## src/rtl/alu_result_fifo.sv

```systemverilog
// Capture FIFO behind the 8-bit ALU: buffers each result with its flags (first-word fall-through),
// raises an early hold to upstream, counts overflow drops and keeps sticky carry/overflow flags.
module alu_result_fifo #(
  parameter int unsigned DEPTH       = 4,
  parameter int unsigned HOLD_MARGIN = 2
) (
  input  logic                     clk,
  input  logic                     rst_n,
  input  logic                     in_valid,
  input  logic [7:0]               in_result,
  input  logic                     in_carry,
  input  logic                     in_zero,
  input  logic                     in_overflow,
  output logic                     in_hold,
  output logic                     out_valid,
  input  logic                     out_ready,
  output logic [10:0]              out_data,
  output logic [$clog2(DEPTH):0]   count,
  output logic                     full,
  output logic                     empty,
  input  logic                     flush,
  input  logic                     clr_status,
  output logic [7:0]               drop_count,
  output logic                     sticky_carry,
  output logic                     sticky_ovf
);

  localparam int unsigned AW = $clog2(DEPTH);
  localparam int unsigned CW = AW + 1;
  localparam logic [CW-1:0] DepthLevel = CW'(DEPTH);
  localparam logic [CW-1:0] HoldLevel  = CW'(DEPTH - HOLD_MARGIN);

  logic [10:0]   mem_q [DEPTH];
  logic [AW-1:0] wr_ptr_q, rd_ptr_q;
  logic [CW-1:0] count_q;
  logic [7:0]    drop_count_q;
  logic          sticky_carry_q, sticky_ovf_q;

  logic pop_req, push, pop, drop;
  logic [10:0] in_entry;

  assign in_entry = {in_overflow, in_zero, in_carry, in_result};

  assign empty     = (count_q == '0);
  assign full      = (count_q == DepthLevel);
  assign out_valid = ~empty;
  assign in_hold   = (count_q >= HoldLevel);
  assign count     = count_q;

  // A drop is judged against the consumer's handshake alone; flush only cancels push/pop.
  assign pop_req = out_valid & out_ready;
  assign pop     = pop_req & ~flush;
  assign push    = in_valid & (~full | pop_req) & ~flush;
  assign drop    = in_valid & full & ~pop_req;

  assign out_data     = empty ? 11'h000 : mem_q[rd_ptr_q];
  assign drop_count   = drop_count_q;
  assign sticky_carry = sticky_carry_q;
  assign sticky_ovf   = sticky_ovf_q;

  // Storage is not reset; out_data is masked while empty.
  always_ff @(posedge clk) begin
    if (push) begin
      mem_q[wr_ptr_q] <= in_entry;
    end
  end

  always_ff @(posedge clk or negedge rst_n) begin
    if (!rst_n) begin
      wr_ptr_q <= '0;
      rd_ptr_q <= '0;
      count_q  <= '0;
    end else if (flush) begin
      wr_ptr_q <= '0;
      rd_ptr_q <= '0;
      count_q  <= '0;
    end else begin
      if (push) begin
        wr_ptr_q <= wr_ptr_q + AW'(1);
      end
      if (pop) begin
        rd_ptr_q <= rd_ptr_q + AW'(1);
      end
      if (push && !pop) begin
        count_q <= count_q + CW'(1);
      end else if (pop && !push) begin
        count_q <= count_q - CW'(1);
      end
    end
  end

  // Status: a new event in the same cycle as clr_status takes priority over the clear.
  always_ff @(posedge clk or negedge rst_n) begin
    if (!rst_n) begin
      drop_count_q   <= '0;
      sticky_carry_q <= 1'b0;
      sticky_ovf_q   <= 1'b0;
    end else begin
      if (clr_status) begin
        drop_count_q   <= drop ? 8'd1 : 8'd0;
        sticky_carry_q <= push & in_carry;
        sticky_ovf_q   <= push & in_overflow;
      end else begin
        if (drop && drop_count_q != 8'hFF) begin
          drop_count_q <= drop_count_q + 8'd1;
        end
        sticky_carry_q <= sticky_carry_q | (push & in_carry);
        sticky_ovf_q   <= sticky_ovf_q | (push & in_overflow);
      end
    end
  end

endmodule

```

## config.mk

```make
export PLATFORM = sky130hd
export DESIGN_NAME = alu_result_fifo
export DESIGN_NICKNAME = d
export VERILOG_FILES = /design/src/rtl/alu_result_fifo.sv
export SDC_FILE = /design/constraint.sdc
export NUM_CORES = 1
export LEC_CHECK = 0
export CAP_MARGIN = 20
export CORE_ASPECT_RATIO = 1.25
export CORE_MARGIN = 4
export CORE_UTILIZATION = 48
export CTS_CLUSTER_DIAMETER = 50
export DETAILED_ROUTE_END_ITERATION = 8
export GPL_TIMING_DRIVEN = 0
export PLACE_DENSITY_LB_ADDON = 0.3
export SETUP_SLACK_MARGIN = 0.15
export SKIP_LAST_GASP = 1
export SYNTH_ARGS = -nofsm -noshare
export SYNTH_HDL_FRONTEND = slang
export SYNTH_SLANG_ARGS = --single-unit
```

## constraint.sdc

```tcl
create_clock -name clk -period 2.39 [get_ports clk]
set_clock_uncertainty 0.2 [all_clocks]
set_input_delay 0.478 -clock clk [delete_from_list [all_inputs] [get_ports clk]]
set_output_delay 0.478 -clock clk [all_outputs]
set_load 0.05 [all_outputs]
```

# Word-level counts from Yosys, hierarchy flattened
# Memory sizes are Yosys's and may differ from the RTL's.
# Index checks and enable logic that the tools add are counted.
[classes]
n_eq_ne = 2
reduce_logical = 10
muxes = 15
bitwise = 15
n_lt_le_gt_ge = 1
add_sub_neg = 5
[op_table]
columns = ["op", "n"]
rows = [
  ["2-to-1 mux 8 bit", 2],
  ["2-to-1 mux 11 bit", 1],
  ["2-to-1 mux 3 bit", 3],
  ["adder 8 x 1 -> 8 bit (second input constant)", 1],
  ["bitwise AND 1 bit", 8],
  ["2-to-1 mux 2 bit", 4],
  ["!= test 8 bit (second input constant)", 1],
  ["nonzero test 2 bit", 3],
  ["2-to-1 mux 1 bit", 5],
  ["adder 2 x 1 -> 2 bit (second input constant)", 2],
  ["inverter 1 bit", 4],
  ["adder 3 x 1 -> 3 bit (second input constant)", 1],
  ["equality test 3 bit (second input constant)", 1],
  [">= comparator 3 x 2 -> 1 bit (second input constant)", 1],
  ["logical AND 1 bit", 3],
  ["logical NOT 3 bit", 1],
  ["OR 1 bit", 3],
  ["nonzero test 3 bit", 1],
  ["subtractor 3 x 1 -> 3 bit (second input constant)", 1],
  ["logical NOT 1 bit", 2],
]
[word_totals]
inputBits = 17
out_inout_bits = 28
ram_bits = 44
word_cells = 55
ff_bits = 17
mem_count = 1
[mem_list]
columns = ["name", "depth", "word_bits", "read_ports", "rd_ports_with_merged_regs", "write_ports", "line_no", "source"]
rows = [
  ["mem_q", 4, 11, 1, 0, 1, "33", "logic [10:0] mem_q [DEPTH];"],
]

# Longest topological paths before layout
# Gate-level depths: netlist of run 1.
[depth]
ltp_word = 11
ltp_mapped = 10
depth_no_buf = 8

# Worst setup path after synthesis of run 1
# No wires, ideal clock.
[synth_path]
path_kind = "reg-to-output"
start = "reg count_q[0], in the netlist count[0]"
end = "out out_data[2]"
required_time_ps = 1712
setup_slack_ps = -566
t_arrival_ps = 2278
path_stages_with_launch = 6
path_buffers = 3
cell_sequence = "dfrtp_1 -> buf_2 -> or3_1 -> clkbuf_1 -> clkbuf_1 -> and2_1"
[synth_between]
elab_chain_cells = 2
[synth_lines]
columns = ["element", "line_no", "source"]
rows = [
  ["from (decl)", "35", "logic [CW-1:0] count_q;"],
  ["from (signal assigned)", "85", "count_q <= count_q + CW'(1);"],
  ["from (signal assigned)", "87", "count_q <= count_q - CW'(1);"],
  ["logical NOT 3 bit", "44", "assign empty = (count_q == '0);"],
  ["2-to-1 mux 11 bit", "56", "assign out_data = empty ? 11'h000 : mem_q[rd_ptr_q];"],
  ["to (decl)", "17", "output logic [10:0] out_data,"],
]
# Every way passes these cells.

# Worst setup path after layout of run 1
[layout_path]
start = "reg count_q[0], in the netlist count[0]"
end = "reg count_q[2], in the netlist count[2]"
[layout_between]
elab_chain_cells = 9
elab_cells_between_ends = 19
classes_between = "add/sub: 2; eq/ne: 1; mux: 3; bitwise: 7; reduce/logical: 6"
[layout_lines]
columns = ["element", "line_no", "source"]
rows = [
  ["logical NOT 3 bit", "44", ""],
  ["inverter 1 bit", "46", "assign out_valid = ~empty;"],
  ["bitwise AND 1 bit", "51", "assign pop_req = out_valid & out_ready;"],
  ["OR 1 bit", "53", "assign push = in_valid & (~full | pop_req) & ~flush;"],
  ["bitwise AND 1 bit (2 in a row)", "53", ""],
  ["logical AND 1 bit or logical NOT 1 bit (tied branches)", "84, 86", ""],
  ["2-to-1 mux 3 bit or logical AND 1 bit (tied branches)", "84, 86", ""],
  ["2-to-1 mux 3 bit or nonzero test 3 bit (tied branches)", "-", ""],
]
# Several ways; a longest one is shown, not always the timed one. The select of a mux whose other input is x is not followed.
# A chain may end at the register's enable or synchronous reset.

==> results of run 1 <==
-- worst max-delay path: cells and delay by family (launching register included) --
family | cells | cell delay, ns
simple gates | 4 | 0.99
compound gates | 2 | 0.24
buf+inv | 1 | 0.13
fa+ha+maj | 1 | 0.40
flops | 1 | 0.41
-- per-layer routing --
layer | part of all wire, % | up-vias
li1 | - | 853
met2 | 54 | 49
met1 | 40 | 868
met4 | 1.3 | 0
met5 | 0 | -
met3 | 4.5 | 7
-- report_power, final --
group	internal [mW]	switching (mW)	leakage, nW
combinational	1.09	1.28	0.748
sequential	1.22	0.0571	0.625
clock	0.380	0.342	0.0730
-- through the flow --
| step | instances | area, sq um |
|---|---|---|
| floorplan | 194 | 2873 |
| global placement | 300 | 3373 |
| detailed placement | 300 | 3373 |
| CTS | 324 | 3633 |
| global route | 328 | 3716 |
| finish | 328 | 3716 |
-- placed cells by master, fill, tap and decap left out, types with 3 or more instances in the layout --
| master | count |
|---|---|
| clkbuf_8 | 9 |
| xor2_1 | 3 |
| clkdlybuf4s50_1 | 18 |
| nor3_1 | 3 |
| ha_1 | 5 |
| and2_4 | 9 |
| buf_4 | 9 |
| dlygate4sd2_1 | 9 |
| buf_6 | 14 |
| nand2_1 | 9 |
| mux2i_1 | 3 |
| buf_2 | 3 |
| and2_1 | 8 |
| nand2b_1 | 6 |
| mux4_2 | 11 |
| inv_1 | 8 |
| nor2_1 | 12 |
| buf_8 | 7 |
| edfxtp_1 | 44 |
| clkbuf_1 | 10 |
| dfrtp_1 | 13 |
| a31oi_1 | 4 |
| dfrtp_2 | 4 |
| nand3_1 | 5 |
| a21oi_1 | 4 |
-- flip-flops by register name (all words and copies together) (netlist names) --
signal and count:
mem_q 44, drop_count 8, count 3, rd_ptr_q 2, wr_ptr_q 2, sticky_carry 1
sticky_ovf 1
-- what timing repair did --
action,CTS,global route
gates resized for setup,116,18
setup endpoints to repair,25,28
endpoints found under the hold margin,0,0
gates cloned,1,0
setup buffers,7,4
pin swaps,6,6
-- cell families after synthesis --
logic type | after synthesis | share of synthesized area [%]
compound gates | 22 | 5.521
xor+xnor | 4 | 1.257
fa+ha+maj | 6 | 2.962
buf+inv | 20 | 3.142
flops | 61 | 62.66
mux | 16 | 10.77
simple gates | 65 | 13.69
-- final timing paths --
path / slack [ns] / from / to / depth (start not counted)
worst max-delay path: -0.12 / count[0] / count[2] / 8
worst min-delay path: 0.34 / flush / wr_ptr_q[0] / 2
worst max register to register: -0.12 / count[0] / count[2] / 8
worst min register to register: 0.35 / sticky_ovf / sticky_ovf / 1
max in group asynchronous: 1.03 / rst_n / rd_ptr_q[0] / 1
min in group asynchronous: 0.42 / rst_n / count[2] / 1
-- final cells by class --
cell class                 count  area (sq um)
buffer                        11         106.4
inverter                       9         37.54
fill                         399          1802
clock buffer                  16         150.1
sequential                    61          1752
tap                           64         80.08
multi-input combinational    113          1044
timing repair buffer          54         546.8
==> results.yml, run 1 <==
cells_and_area:
  antenna_cells: 0
  drive_above_1_share_pct: 32.20
  syn_to_final_growth_pct: 33.30
  utilization_pct: 67.35
  nets: 282
timing:
  finalSetupTns_ns: -1.000
  maxSlewViolCount: 0
  timing.final.crit_share_pct: 105.2
  setup-violations-final: 11
  slew_headroom_pct: 47.28
  rsz0062_at_grt: "yes"
  timing.final.hold_violations: 0
  fin_ws_ns: -0.1236
  worstMarginPinSlew_ns: 0.7884
  worst_hold_slack_ns: 0.3419
  fin_crit_ns: 2.514
  max_freq_mhz: 397.8
global_routing:
  grt_usage_pct: 16.17
  use_met3_pct: 5.395
  top_usage_layer: "met2"
  grt_pass1_wl_mm: 8.776
  use_met1_pct: 18.38
  grt_pass1_vias: 1839
  antenna_found_initial: 0
  use_met2_pct: 28.14
  grt_overflow: 0
  grt_max_degree: 18
drt:
  vias: 1777
  wl_per_cell_microns: 16.83
  drt-total-wl_mm: 5.519
  antenna_left: 0
  via_per_inst: 5.418
  firstDrtPassIters: 4
  drt_first_iter_violations: 120
  post-route-drc-count: 0
pwr:
  ir_drop_mv: 0.6666
  p_leak_nw: 1.446
  power.density_nw_per_um2: 1178
  finalPower_mw: 4.379
yosys:
  yosysTopAreaCellShare_pct: 47.40
  syn_area_sq_um: 2788
  ys_async_sr_fraction_pct: 27.87
  netlist_instances: 194
  synth_edf_count: 44
  synth_flop_cell: "edfxtp_1"
  synth.most_common_cell: "edfxtp_1"
  yosys_register_bits: 61
  syn_area_per_cell_sq_um: 14.37
  yosys-top-cells-count: "44 x edfxtp_1, 18 x and2_1, 17 x dfrtp_1, 13 x nor2_1, 11 x mux4_2"
  yosysTopAreaCell: "edfxtp_1"
  synth_nets: 217
  ys_seq_area_share_pct: 62.66
  synth_area_leaders: "edfxtp_1 47%, dfrtp_1 15%, mux4_2 8.9%"
  yosysWarnings: 0
  synth_cell_types: 42
critical_path:
  cp_slowest_cell: "dfrtp_2"
  critPathMaxFanout: 5
  endpoint_kind: "flop"
  max_stage_delay_ns: 0.41
  crit_arrival_ns: 2.50
  crit_type: "flop to flop"
  crit_path_start_kind: "flop"
  crit_chain: "buf_6, nor4b_4, nor2_4, and2_4, fa_2, or3b_4, a31oi_4, a21oi_2"
  required_ns: 2.38
clocking:
  clock_tree.buffer_depth: 2
  tritoncts: "done"
  cts_buffers: 9
  clk_pin_slew_ns: 0.06
  clock_latency_ns: 0.32
  root_buffer: "clkbuf_8"
  htree_levels: 3
  cts_hold_buf: 0
  cts_sinks: 61
die:
  initial_core_util_pct: 50.52
  ios: 45
  fp.coreArea_sq_um: 5518
  die_w_microns: 76.16
  row_count: 30
  die-area_sq_um: 7098
  die_h_microns: 93.21
run:
  cap_violations: 0
outcome:
  violations: "setup timing"
  status: "finished, violations left"
placement:
  portBuffers: 42
  dp_slack_ns: -0.5461
  place.gp.congestion: 0.7990
  hpwl_mm: 3.585
min_path:
  hold_class: "primary input to flop"
(Power assumes the default switching activity.)
==> inputs of run 2 (changes only) <==
--- a/config.mk
+++ b/config.mk
@@ -10,6 +10,7 @@
 export CORE_MARGIN = 4
 export CORE_UTILIZATION = 48
 export CTS_CLUSTER_DIAMETER = 50
+export CTS_CLUSTER_SIZE = 12
 export DETAILED_ROUTE_END_ITERATION = 8
 export GPL_TIMING_DRIVEN = 0
 export PLACE_DENSITY_LB_ADDON = 0.3
==> results of run 2 <==
The final DEF is identical to that of run 1; final timing and power are the same.
==> inputs of run 3 (changes only) <==
--- a/config.mk
+++ b/config.mk
@@ -5,7 +5,6 @@
 export SDC_FILE = /design/constraint.sdc
 export NUM_CORES = 1
 export LEC_CHECK = 0
-export CAP_MARGIN = 20
 export CORE_ASPECT_RATIO = 1.25
 export CORE_MARGIN = 4
 export CORE_UTILIZATION = 48
==> results of run 3 <==
The final DEF is identical to that of run 1; final timing and power are the same.
